$ cat src/rtl/mem_arbiter_if.sv
// mem_arbiter_if: bundles the instruction-side, data-side and memory-side
// signals of the memory arbiter.
//   master : arbiter view (samples requests and memory response, drives
//            ready/rdata, memory strobes/buses and err)
//   slave  : environment view (cache controllers + memory model)
// Ports:
//   i_req/i_addr -> i_ready/i_rdata                 instruction-side read path
//   d_req/d_wen/d_addr/d_wdata/d_be -> d_ready/d_rdata   data-side path
//   mem_ren/mem_wen/mem_addr/mem_wdata/mem_be <- mem_rdata/mem_done
//   err                                           timeout flag
interface mem_arbiter_if #(
  parameter int ADDR_W = 32,
  parameter int DATA_W = 32
);
  localparam int BE_W = DATA_W / 8;

  logic              i_req;
  logic [ADDR_W-1:0] i_addr;
  logic              i_ready;
  logic [DATA_W-1:0] i_rdata;

  logic              d_req;
  logic              d_wen;
  logic [ADDR_W-1:0] d_addr;
  logic [DATA_W-1:0] d_wdata;
  logic [BE_W-1:0]   d_be;
  logic              d_ready;
  logic [DATA_W-1:0] d_rdata;

  logic              mem_ren;
  logic              mem_wen;
  logic [ADDR_W-1:0] mem_addr;
  logic [DATA_W-1:0] mem_wdata;
  logic [BE_W-1:0]   mem_be;
  logic [DATA_W-1:0] mem_rdata;
  logic              mem_done;

  logic              err;

  modport master (
    input  i_req, i_addr, d_req, d_wen, d_addr, d_wdata, d_be,
    input  mem_rdata, mem_done,
    output i_ready, i_rdata, d_ready, d_rdata,
    output mem_ren, mem_wen, mem_addr, mem_wdata, mem_be, err
  );

  modport slave (
    output i_req, i_addr, d_req, d_wen, d_addr, d_wdata, d_be,
    output mem_rdata, mem_done,
    input  i_ready, i_rdata, d_ready, d_rdata,
    input  mem_ren, mem_wen, mem_addr, mem_wdata, mem_be, err
  );
endinterface

$ cat src/rtl/mem_arbiter.sv
// mem_arbiter: shares one backing memory between the instruction-side and
// data-side cache-miss paths. Round-robin between the two requesters, one
// access in flight, registered memory strobes held until mem_done, and a
// one-cycle ready pulse to the winning side.
// Ports:
//   clk    system clock, rising edge
//   reset  asynchronous, active-low
//   bus    mem_arbiter_if.master (requester, memory and err signals)
// Parameters: ADDR_W, DATA_W, TIMEOUT (watchdog limit in BUSY cycles).
// Optional feature: define MEM_ARB_TIMEOUT_EN to enable the BUSY watchdog;
// without it BUSY waits forever for mem_done and err is tied low.
module mem_arbiter #(
  parameter int ADDR_W  = 32,
  parameter int DATA_W  = 32,
  parameter int TIMEOUT = 64
) (
  input logic           clk,
  input logic           reset,
  mem_arbiter_if.master bus
);
  localparam int BE_W = DATA_W / 8;

  typedef enum logic [1:0] {IDLE, BUSY, RESP} state_t;
  typedef enum logic {SIDE_I = 1'b0, SIDE_D = 1'b1} side_t;

  typedef struct packed {
    side_t             side;
    logic              wen;
    logic [ADDR_W-1:0] addr;
    logic [DATA_W-1:0] wdata;
    logic [BE_W-1:0]   be;
  } req_t;

  state_t            state, state_nxt;
  side_t             last_grant, win_side;
  logic              win_wen;
  logic              grant, finish;
  logic              load_rdata;
  logic [DATA_W-1:0] cpl_data;
  req_t              gnt_req;

  // Winner selection: I wins unless D is also asking and I went last.
  always_comb begin
    gnt_req = '0;
    if (bus.i_req && (!bus.d_req || last_grant == SIDE_D)) begin
      gnt_req.side  = SIDE_I;
      gnt_req.wen   = 1'b0;
      gnt_req.addr  = bus.i_addr;
      gnt_req.wdata = '0;
      gnt_req.be    = '1;
    end else begin
      gnt_req.side  = SIDE_D;
      gnt_req.wen   = bus.d_wen;
      gnt_req.addr  = bus.d_addr;
      gnt_req.wdata = bus.d_wdata;
      gnt_req.be    = bus.d_wen ? bus.d_be : '1;
    end
  end

`ifdef MEM_ARB_TIMEOUT_EN
  localparam int CNT_W = (TIMEOUT > 1) ? $clog2(TIMEOUT) : 1;
  logic [CNT_W-1:0] tmo_cnt;
  logic             tmo;

  // Counts completed BUSY cycles; hitting TIMEOUT-1 means this is the
  // TIMEOUT-th BUSY cycle without mem_done.
  assign tmo = (state == BUSY) && !bus.mem_done &&
               (tmo_cnt == CNT_W'(TIMEOUT - 1));

  always_ff @(posedge clk or negedge reset) begin
    if (!reset)             tmo_cnt <= '0;
    else if (grant)         tmo_cnt <= '0;
    else if (state == BUSY) tmo_cnt <= tmo_cnt + 1'b1;
  end

  always_ff @(posedge clk or negedge reset) begin
    if (!reset) bus.err <= 1'b0;
    else        bus.err <= finish && tmo;
  end

  assign load_rdata = !win_wen || tmo;
  assign cpl_data   = tmo ? DATA_W'(32'hDEADBEEF) : bus.mem_rdata;
`else
  assign bus.err    = 1'b0;
  assign load_rdata = !win_wen;
  assign cpl_data   = bus.mem_rdata;
`endif

  always_ff @(posedge clk or negedge reset) begin
    if (!reset) state <= IDLE;
    else        state <= state_nxt;
  end

  always_comb begin
    state_nxt = state;
    grant     = 1'b0;
    finish    = 1'b0;
    case (state)
      IDLE: if (bus.i_req || bus.d_req) begin
        grant     = 1'b1;
        state_nxt = BUSY;
      end
      BUSY: begin
        if (bus.mem_done) begin
          finish    = 1'b1;
          state_nxt = RESP;
        end
`ifdef MEM_ARB_TIMEOUT_EN
        else if (tmo) begin
          finish    = 1'b1;
          state_nxt = RESP;
        end
`endif
      end
      RESP:    state_nxt = IDLE;
      default: state_nxt = IDLE;
    endcase
  end

  // Datapath: memory buses are captured at grant and left untouched until
  // the next grant, so they are stable for all of BUSY. Ready is registered
  // on completion, which places the pulse exactly in the RESP cycle.
  always_ff @(posedge clk or negedge reset) begin
    if (!reset) begin
      last_grant    <= SIDE_D;
      win_side      <= SIDE_I;
      win_wen       <= 1'b0;
      bus.mem_ren   <= 1'b0;
      bus.mem_wen   <= 1'b0;
      bus.mem_addr  <= '0;
      bus.mem_wdata <= '0;
      bus.mem_be    <= '0;
      bus.i_ready   <= 1'b0;
      bus.d_ready   <= 1'b0;
      bus.i_rdata   <= '0;
      bus.d_rdata   <= '0;
    end else begin
      bus.i_ready <= 1'b0;
      bus.d_ready <= 1'b0;
      if (grant) begin
        last_grant    <= gnt_req.side;
        win_side      <= gnt_req.side;
        win_wen       <= gnt_req.wen;
        bus.mem_addr  <= gnt_req.addr;
        bus.mem_wdata <= gnt_req.wdata;
        bus.mem_be    <= gnt_req.be;
        bus.mem_ren   <= !gnt_req.wen;
        bus.mem_wen   <= gnt_req.wen;
      end
      if (finish) begin
        bus.mem_ren <= 1'b0;
        bus.mem_wen <= 1'b0;
        if (win_side == SIDE_I) begin
          bus.i_ready <= 1'b1;
          if (load_rdata) bus.i_rdata <= cpl_data;
        end else begin
          bus.d_ready <= 1'b1;
          if (load_rdata) bus.d_rdata <= cpl_data;
        end
      end
    end
  end
endmodule

$ cat src/flat_wrapper.sv
// flat-port wrapper written by rule: the top's interface ports become plain ports
module mem_arbiter_flat 
#(
  parameter int ADDR_W  = 32,
  parameter int DATA_W  = 32,
  parameter int TIMEOUT = 64
)
  (clk, reset, bus_i_req, bus_i_addr, bus_d_req, bus_d_wen, bus_d_addr, bus_d_wdata, bus_d_be, bus_mem_rdata, bus_mem_done, bus_i_ready, bus_i_rdata, bus_d_ready, bus_d_rdata, bus_mem_ren, bus_mem_wen, bus_mem_addr, bus_mem_wdata, bus_mem_be, bus_err);
  mem_arbiter_if #(.ADDR_W(ADDR_W), .DATA_W(DATA_W)) bus_i ();
  input logic clk;
  input logic reset;
  input wire logic [$bits(bus_i.i_req)-1:0] bus_i_req;
  input wire logic [$bits(bus_i.i_addr)-1:0] bus_i_addr;
  input wire logic [$bits(bus_i.d_req)-1:0] bus_d_req;
  input wire logic [$bits(bus_i.d_wen)-1:0] bus_d_wen;
  input wire logic [$bits(bus_i.d_addr)-1:0] bus_d_addr;
  input wire logic [$bits(bus_i.d_wdata)-1:0] bus_d_wdata;
  input wire logic [$bits(bus_i.d_be)-1:0] bus_d_be;
  input wire logic [$bits(bus_i.mem_rdata)-1:0] bus_mem_rdata;
  input wire logic [$bits(bus_i.mem_done)-1:0] bus_mem_done;
  output wire logic [$bits(bus_i.i_ready)-1:0] bus_i_ready;
  output wire logic [$bits(bus_i.i_rdata)-1:0] bus_i_rdata;
  output wire logic [$bits(bus_i.d_ready)-1:0] bus_d_ready;
  output wire logic [$bits(bus_i.d_rdata)-1:0] bus_d_rdata;
  output wire logic [$bits(bus_i.mem_ren)-1:0] bus_mem_ren;
  output wire logic [$bits(bus_i.mem_wen)-1:0] bus_mem_wen;
  output wire logic [$bits(bus_i.mem_addr)-1:0] bus_mem_addr;
  output wire logic [$bits(bus_i.mem_wdata)-1:0] bus_mem_wdata;
  output wire logic [$bits(bus_i.mem_be)-1:0] bus_mem_be;
  output wire logic [$bits(bus_i.err)-1:0] bus_err;
  assign bus_i.i_req = bus_i_req;
  assign bus_i.i_addr = bus_i_addr;
  assign bus_i.d_req = bus_d_req;
  assign bus_i.d_wen = bus_d_wen;
  assign bus_i.d_addr = bus_d_addr;
  assign bus_i.d_wdata = bus_d_wdata;
  assign bus_i.d_be = bus_d_be;
  assign bus_i.mem_rdata = bus_mem_rdata;
  assign bus_i.mem_done = bus_mem_done;
  assign bus_i_ready = bus_i.i_ready;
  assign bus_i_rdata = bus_i.i_rdata;
  assign bus_d_ready = bus_i.d_ready;
  assign bus_d_rdata = bus_i.d_rdata;
  assign bus_mem_ren = bus_i.mem_ren;
  assign bus_mem_wen = bus_i.mem_wen;
  assign bus_mem_addr = bus_i.mem_addr;
  assign bus_mem_wdata = bus_i.mem_wdata;
  assign bus_mem_be = bus_i.mem_be;
  assign bus_err = bus_i.err;
  mem_arbiter #(.ADDR_W(ADDR_W), .DATA_W(DATA_W), .TIMEOUT(TIMEOUT)) u_core (.clk(clk), .reset(reset), .bus(bus_i));
endmodule
$ cat config.mk
export PLATFORM = sky130hd
export DESIGN_NAME = mem_arbiter_flat
export DESIGN_NICKNAME = d
export VERILOG_FILES = /design/src/rtl/mem_arbiter_if.sv /design/src/rtl/mem_arbiter.sv /design/src/flat_wrapper.sv
export SDC_FILE = /design/constraint.sdc
export NUM_CORES = 1
export LEC_CHECK = 0
export CORE_ASPECT_RATIO = 0.9
export CORE_MARGIN = 10
export CORE_UTILIZATION = 38
export CTS_BUF_LIST = sky130_fd_sc_hd__clkbuf_4 sky130_fd_sc_hd__clkbuf_8
export CTS_CLUSTER_DIAMETER = 150
export DETAILED_ROUTE_END_ITERATION = 7
export HOLD_SLACK_MARGIN = 0.05
export PLACE_DENSITY = 0.78
export SLEW_MARGIN = 20
export SYNTH_ARGS = -nofsm -noshare
export SYNTH_HDL_FRONTEND = slang
export SYNTH_SLANG_ARGS = --single-unit
$ cat constraint.sdc
create_clock -name clk -period 1.4 [get_ports clk]
set_input_delay 0.14 -clock clk [delete_from_list [all_inputs] [get_ports clk]]
set_output_delay 0.14 -clock clk [all_outputs]
set_load 0.01 [all_outputs]
==> results.sh, run 1 <==
export IMPL_drc=0
export IMPL_clockBufferDepth=2
export IMPL_grt_pass1_vias=5257
export IMPL_cts_sinks=141
export IMPL_synthFlopType="dfrtp_1"
export IMPL_nets=844
export IMPL_critPathMaxStageDelay_ns=0.38
export IMPL_grt_setup_unrepaired="true"
export IMPL_regArea_sq_mm=0.00353
export IMPL_final_common_cell="dfrtp_1"
export IMPL_powerDensity_mw_per_mm2=2110
export IMPL_numCtsBuffers=17
export IMPL_die_h_um=135
export IMPL_ys_ff_latch=141
export IMPL_fin_setup_tns_ns=-16.77
export IMPL_vias=4917
export IMPL_die_w_um=148
export IMPL_power_total_mw=20.8
export IMPL_grt_max_degree=46
export IMPL_wl_per_cell_um=22.9
export IMPL_core_sq_mm=0.0146
export IMPL_syn_area_sq_mm=0.00563
export IMPL_final_area_sq_mm=0.00983
export IMPL_status="finished with violations"
export IMPL_setup_viol=135
export IMPL_cts_tree="done"
export IMPL_drt_pass1_iter_count=4
export IMPL_skew_ns=0.0148
export IMPL_critPathCaptureType="flop"
export IMPL_synth_net_count=541
export IMPL_n_antenna_cell=0
export IMPL_path_clk_slew_ns=0.08
export IMPL_root_buffer="clkbuf_8"
export IMPL_insertion_delay_ns=0.43
export IMPL_peakVddDrop_v=0.000969
export IMPL_post_route_min_period_ns=1.62
export IMPL_path_delay_family="simple AND/OR/NAND/NOR gates"
export IMPL_hp_class="input pin to async pin"
export IMPL_die_area_sq_mm=0.0201
export IMPL_setup_ws_ns=-0.221
export IMPL_maxSlewHeadroom_pct=63.5
export IMPL_syn_to_final_growth_pct=74.7
export IMPL_ioPinCount=275
export IMPL_async_reset_ff_share_pct=100
export IMPL_grt_pass1_wl_mm=29.1
export IMPL_p_leak_nw=4.27
export IMPL_violations="negative setup slack"
export IMPL_critPathRequiredTime_ns=1.70
export IMPL_maxCapViolCount=0
export IMPL_overflow=0
export IMPL_yosys_warnings=0
export IMPL_layout_common_cells="140 x dfrtp_1, 136 x clkdlybuf4s50_1, 136 x dlygate4sd2_1"
export IMPL_place_gp_congestion=0.764
export IMPL_synth_area_per_cell_sq_um=14.0
export IMPL_dr_max_layer_used="met4"
export IMPL_worstSetupStartpointType="flop"
export IMPL_cp_arrival_ns=1.92
export IMPL_clock_fmax_mhz=617
export IMPL_synth_edf_count=0
export IMPL_synth_cell_types=31
export IMPL_final_fill_count=1071
export IMPL_dp_hpwl_mm=14.4
export IMPL_met3RoutedLength_mm=1.61
export IMPL_criticalPathCategory="flop to flop"
export IMPL_io_buffers=273
export IMPL_wl_mm=21.0
export IMPL_viasPerCell=5.36
export IMPL_drt_initial_drc_count=175
export IMPL_placed_area_sq_mm=0.00881
export IMPL_hold_viol=0
export IMPL_grt_usage_pct=18.3
export IMPL_multiInputGateArea_sq_mm=0.00240
export IMPL_start_util_pct=38.5
export IMPL_drive_gt1_share_pct=30.2
export IMPL_crit_chain="nand3b_1 > nor3_4 > buf_12 > mux2_2"
export IMPL_hold_ws_ns=0.166
export IMPL_synth_seq_area_share_pct=62.7
export IMPL_syn_inst=403
export IMPL_antenna_found_initial=0
export IMPL_wl_met1_mm=8.14
export IMPL_cts_max_level=4
export IMPL_wl_met2_mm=10.6
export IMPL_drv_slew=0
export IMPL_num_rows=42
export IMPL_critPathMaxFanout=32
export IMPL_tightest_slew_ns=0.547
export IMPL_ant_nets=0
export IMPL_worst_path_max_delay_cell="dfrtp_1"
export IMPL_fin_crit_sh_pct=116
export IMPL_path_buf_inv=1
## repair_timing
item / in CTS / in global routing
setup endpoints to repair: 271 / 135
setup buffers: 0 / 5
resized for setup: 139 / 84
pin swaps: 0 / 2
gates cloned: 0 / 11
hold buffers: 1 / 0
endpoints found under the hold margin: 140 / 0
## final cells by class
class	instances	share of cell area (%)
clock inverter	13	1.44
sequential	141	35.9
multi-input combinational	222	24.5
tap	198	2.52
timing repair buffer	322	33.0
inverter	2	0.0763
clock buffer	19	2.60
## power by group
group	switching [mW]	internal (mW)	total, mW
combinational	4.65	5.73	10.4
sequential	1.14	6.01	7.15
clock	1.57	1.66	3.23
total	7.37	13.4	20.8
## synth_stat cells, types with 2 or more instances
cell type | count | area share, %
o21a_1 | 2 | 0.27
a2bb2oi_1 | 32 | 5.0
inv_1 | 2 | 0.13
mux2_2 | 63 | 13
o21ai_0 | 35 | 3.1
a311oi_1 | 32 | 5.0
nand2_1 | 2 | 0.13
o22a_1 | 4 | 0.62
dfrtp_1 | 140 | 62
buf_2 | 14 | 1.2
nor2_1 | 3 | 0.20
a22o_1 | 32 | 5.0
buf_4 | 3 | 0.40
clkbuf_1 | 21 | 1.4
nand2b_1 | 2 | 0.22
## worst paths after layout
kind	startpoint	endpoint	slack (ns)	cells past startpoint
min	reset	u_core.bus.i_rdata[26]$_DFFE_PN0P_	0.17	2
max in group asynchronous	reset	u_core.last_grant$_DFFE_PN1P_	0.60	3
min in group clk	bus_d_addr[24]	u_core.bus.mem_addr[24]$_DFFE_PN0P_	0.30	3
min reg2reg	u_core.bus.mem_wdata[30]$_DFFE_PN0P_	u_core.bus.mem_wdata[30]$_DFFE_PN0P_	0.50	1
max reg2reg	u_core.state[1]$_DFFE_PN0P_	u_core.bus.i_rdata[12]$_DFFE_PN0P_	-0.22	4
max	u_core.state[1]$_DFFE_PN0P_	u_core.bus.i_rdata[12]$_DFFE_PN0P_	-0.22	4
## cells by family (layout without fill, tap and decap cells)
logic type / after synthesis / count (layout) / synth area share (%)
AND/OR/NAND/NOR: 16 / 16 / 1.71
AO/OA/AOI/OAI: 141 / 141 / 19.5
multiplexers: 64 / 64 / 12.8
flip-flops: 141 / 141 / 62.7
buffers and inverters: 40 / 356 / 3.18
other: 1 / 1 / 0.0666
## routing by layer
metal	vias to the layer above	track usage, %
met5	-	0
met1	2491	20.6
met4	0	7.98
met3	39	6.51
li1	2156	-
met2	231	30.8
## state kept, by name, summed over array words and instances, names as in the netlist
register and cells:
u_core.bus.d_rdata 32, u_core.bus.d_ready 1, u_core.bus.i_rdata 32, u_core.bus.i_ready 1, u_core.bus.mem_addr 32, u_core.bus.mem_be 4, u_core.bus.mem_ren 1, u_core.bus.mem_wdata 32
u_core.bus.mem_wen 1, u_core.last_grant 1, u_core.state 2, u_core.win_side 1, u_core.win_wen 1
## metrics by stage
stage | std cells | utilization, % | worst slack [ns]
CTS | 901 | 62.0 | -0.231
floorplan | 403 | - | -0.0727
finish | 917 | 67.3 | -0.221
detailed placement | 868 | 60.3 | -0.373
global placement | 868 | 60.3 | -0.336
global route | 917 | 67.3 | -0.300
No activity file was read; power rests on OpenSTA's default activity.
==> run 2: changes to the inputs <==
- RECOVER_POWER: not set -> 50
==> results.sh, run 2 (synthesis results as in run 1) <==
export IMPL_placed_area_sq_mm=0.00881
export IMPL_regArea_sq_mm=0.00353
export IMPL_p_sw_mw=7.35
export IMPL_final_fill_count=1074
export IMPL_holdPathStages=3
export IMPL_peakVddDrop_v=0.000967
export IMPL_stdcell_count=917
export IMPL_p_int_mw=13.4
export IMPL_start_util_pct=38.5
export IMPL_final_common_cell="dfrtp_1"
export IMPL_die_w_um=148
export IMPL_nets=844
export IMPL_insertion_delay_ns=0.43
export IMPL_drv_slew=0
export IMPL_clock_fmax_mhz=618
export IMPL_cts_tree="done"
export IMPL_hold_viol=0
export IMPL_critPathMaxStageDelay_ns=0.38
export IMPL_clockPowerShare_pct=15.6
export IMPL_p_leak_nw=4.27
export IMPL_grt_usage_pct=18.3
export IMPL_drc=0
export IMPL_dpl_cell_count=868
export IMPL_p_comb_share_pct=50.0
export IMPL_clockBufferDepth=2
export IMPL_r2r_end="u_core.bus.i_rdata[12]$_DFFE_PN0P_"
export IMPL_critPathRequiredTime_ns=1.70
export IMPL_n_antenna_cell=0
export IMPL_skew_ns=0.0138
export IMPL_grt_setup_unrepaired="true"
export IMPL_core_sq_mm=0.0146
export IMPL_setup_ws_ns=-0.219
export IMPL_path_clk_slew_ns=0.08
export IMPL_powerDensity_mw_per_mm2=2110
export IMPL_setup_viol=135
export IMPL_crit_chain="nand3b_1 > nor3_4 > buf_12 > mux2_2"
export IMPL_cts_max_level=4
export IMPL_overflow=0
export IMPL_tightest_slew_ns=0.886
export IMPL_vias=4900
export IMPL_drt_pass1_iter_count=4
export IMPL_drt_initial_drc_count=161
export IMPL_post_route_min_period_ns=1.62
export IMPL_cts_sinks=141
export IMPL_dp_hpwl_mm=14.4
export IMPL_rr_worst_depth=4
export IMPL_syn_to_final_growth_pct=74.5
export IMPL_maxSlewHeadroom_pct=40.9
export IMPL_num_rows=42
export IMPL_antenna_found_initial=0
export IMPL_hold_end="u_core.bus.mem_addr[24]$_DFFE_PN0P_"
export IMPL_root_buffer="clkbuf_8"
export IMPL_maxCapViolCount=0
export IMPL_place_gp_congestion=0.764
export IMPL_critPathCaptureType="flop"
export IMPL_regToRegSetupSlack_ns=-0.22
export IMPL_cp_arrival_ns=1.92
export IMPL_hp_class="input pin to flop"
export IMPL_critPathMaxFanout=32
export IMPL_die_h_um=135
export IMPL_grt_pass1_wl_mm=29.1
export IMPL_numCtsBuffers=17
export IMPL_p_seq_share_pct=34.4
export IMPL_fin_setup_tns_ns=-16.48
export IMPL_die_area_sq_mm=0.0201
export IMPL_ant_nets=0
export IMPL_r2r_start="u_core.state[1]$_DFFE_PN0P_"
export IMPL_wl_per_cell_um=22.8
export IMPL_multiInputGateArea_sq_mm=0.00240
export IMPL_final_area_sq_mm=0.00982
export IMPL_status="finished with violations"
export IMPL_fin_crit_sh_pct=116
export IMPL_grt_max_degree=46
export IMPL_drive_gt1_share_pct=30.2
export IMPL_wl_mm=20.9
export IMPL_power_share_switching_pct=35.4
export IMPL_ioPinCount=275
export IMPL_worstHoldStart="bus_d_addr[24]"
export IMPL_grt_pass1_vias=5257
export IMPL_viasPerCell=5.34
export IMPL_worstSetupStartpointType="flop"
export IMPL_criticalPathCategory="flop to flop"
export IMPL_violations="negative setup slack"
export IMPL_worst_path_max_delay_cell="dfrtp_1"
export IMPL_power_total_mw=20.7
export IMPL_io_buffers=273
export IMPL_layout_common_cells="140 x dfrtp_1, 136 x clkdlybuf4s50_1, 136 x dlygate4sd2_1"
## run 2: final cells by class
| class | instances | share of cell area, % |
|---|---|---|
| clock buffer | 19 | 2.60 |
| clock inverter | 13 | 1.44 |
| tap | 198 | 2.52 |
| timing repair buffer | 322 | 32.9 |
| sequential | 141 | 36.0 |
| inverter | 2 | 0.0765 |
| multi-input combinational | 222 | 24.5 |
## run 2: power groups by stage
stage,Clock [mW],Sequential [mW],Combinational [mW]
2_1_floorplan,0,7.90,3.38
3_3_place_gp,0,7.06,9.60
3_5_place_dp,0,7.15,9.85
4_1_cts,3.31,7.04,8.62
5_1_grt,3.52,7.38,11.0
6_report,3.23,7.14,10.4
## run 2: critical path: cells and delay by family (launching register included)
family	cells	cell delay, ns
multiplexers	1	0.37
buffers and inverters	1	0.23
AND/OR/NAND/NOR	2	0.51
flip-flops	1	0.38
## run 2: layer usage
layer / track usage [%] / part of all wire, % / wire length, um / vias up
li1: - / - / - / 2158
met1: 20.6 / 39 / 8120 / 2477
met2: 30.8 / 51 / 10600 / 226
met3: 6.51 / 7.4 / 1540 / 39
met4: 7.98 / 3.0 / 632 / 0
met5: 0 / 0 / 0 / -
## run 2: worst max path at each step
stage / start / endpoint
finish: u_core.state[1]$_DFFE_PN0P_ / u_core.bus.i_rdata[12]$_DFFE_PN0P_
global route: u_core.state[1]$_DFFE_PN0P_ / u_core.bus.i_rdata[12]$_DFFE_PN0P_
CTS: u_core.state[1]$_DFFE_PN0P_ / u_core.bus.i_rdata[12]$_DFFE_PN0P_
detailed placement: bus_mem_done / u_core.bus.i_rdata[3]$_DFFE_PN0P_
global placement: bus_mem_done / u_core.bus.i_rdata[17]$_DFFE_PN0P_
floorplan: u_core.state[1]$_DFFE_PN0P_ / u_core.bus.i_rdata[11]$_DFFE_PN0P_
## run 2: stage by stage
| step | util, % | setup slack, ns | hold slack [ns] |
|---|---|---|---|
| 4_1_cts | 62.0 | -0.231 | 0.153 |
| 6_report | 67.2 | -0.219 | 0.302 |
| 5_1_grt | 67.2 | -0.300 | 0.276 |
| 2_1_floorplan | - | -0.0727 | -0.156 |
| 3_5_place_dp | 60.3 | -0.373 | 0.0614 |
| 3_3_place_gp | 60.3 | -0.336 | 0.0485 |
## run 2: timing repair
action                                 in CTS  in global routing
hold buffers                                1                  0
resized for setup                         139                 84
setup endpoints to repair                 271                135
pin swaps                                   0                  2
endpoints found under the hold margin     140                  0
buffers inserted                            0                  5
gates cloned                                0                 11
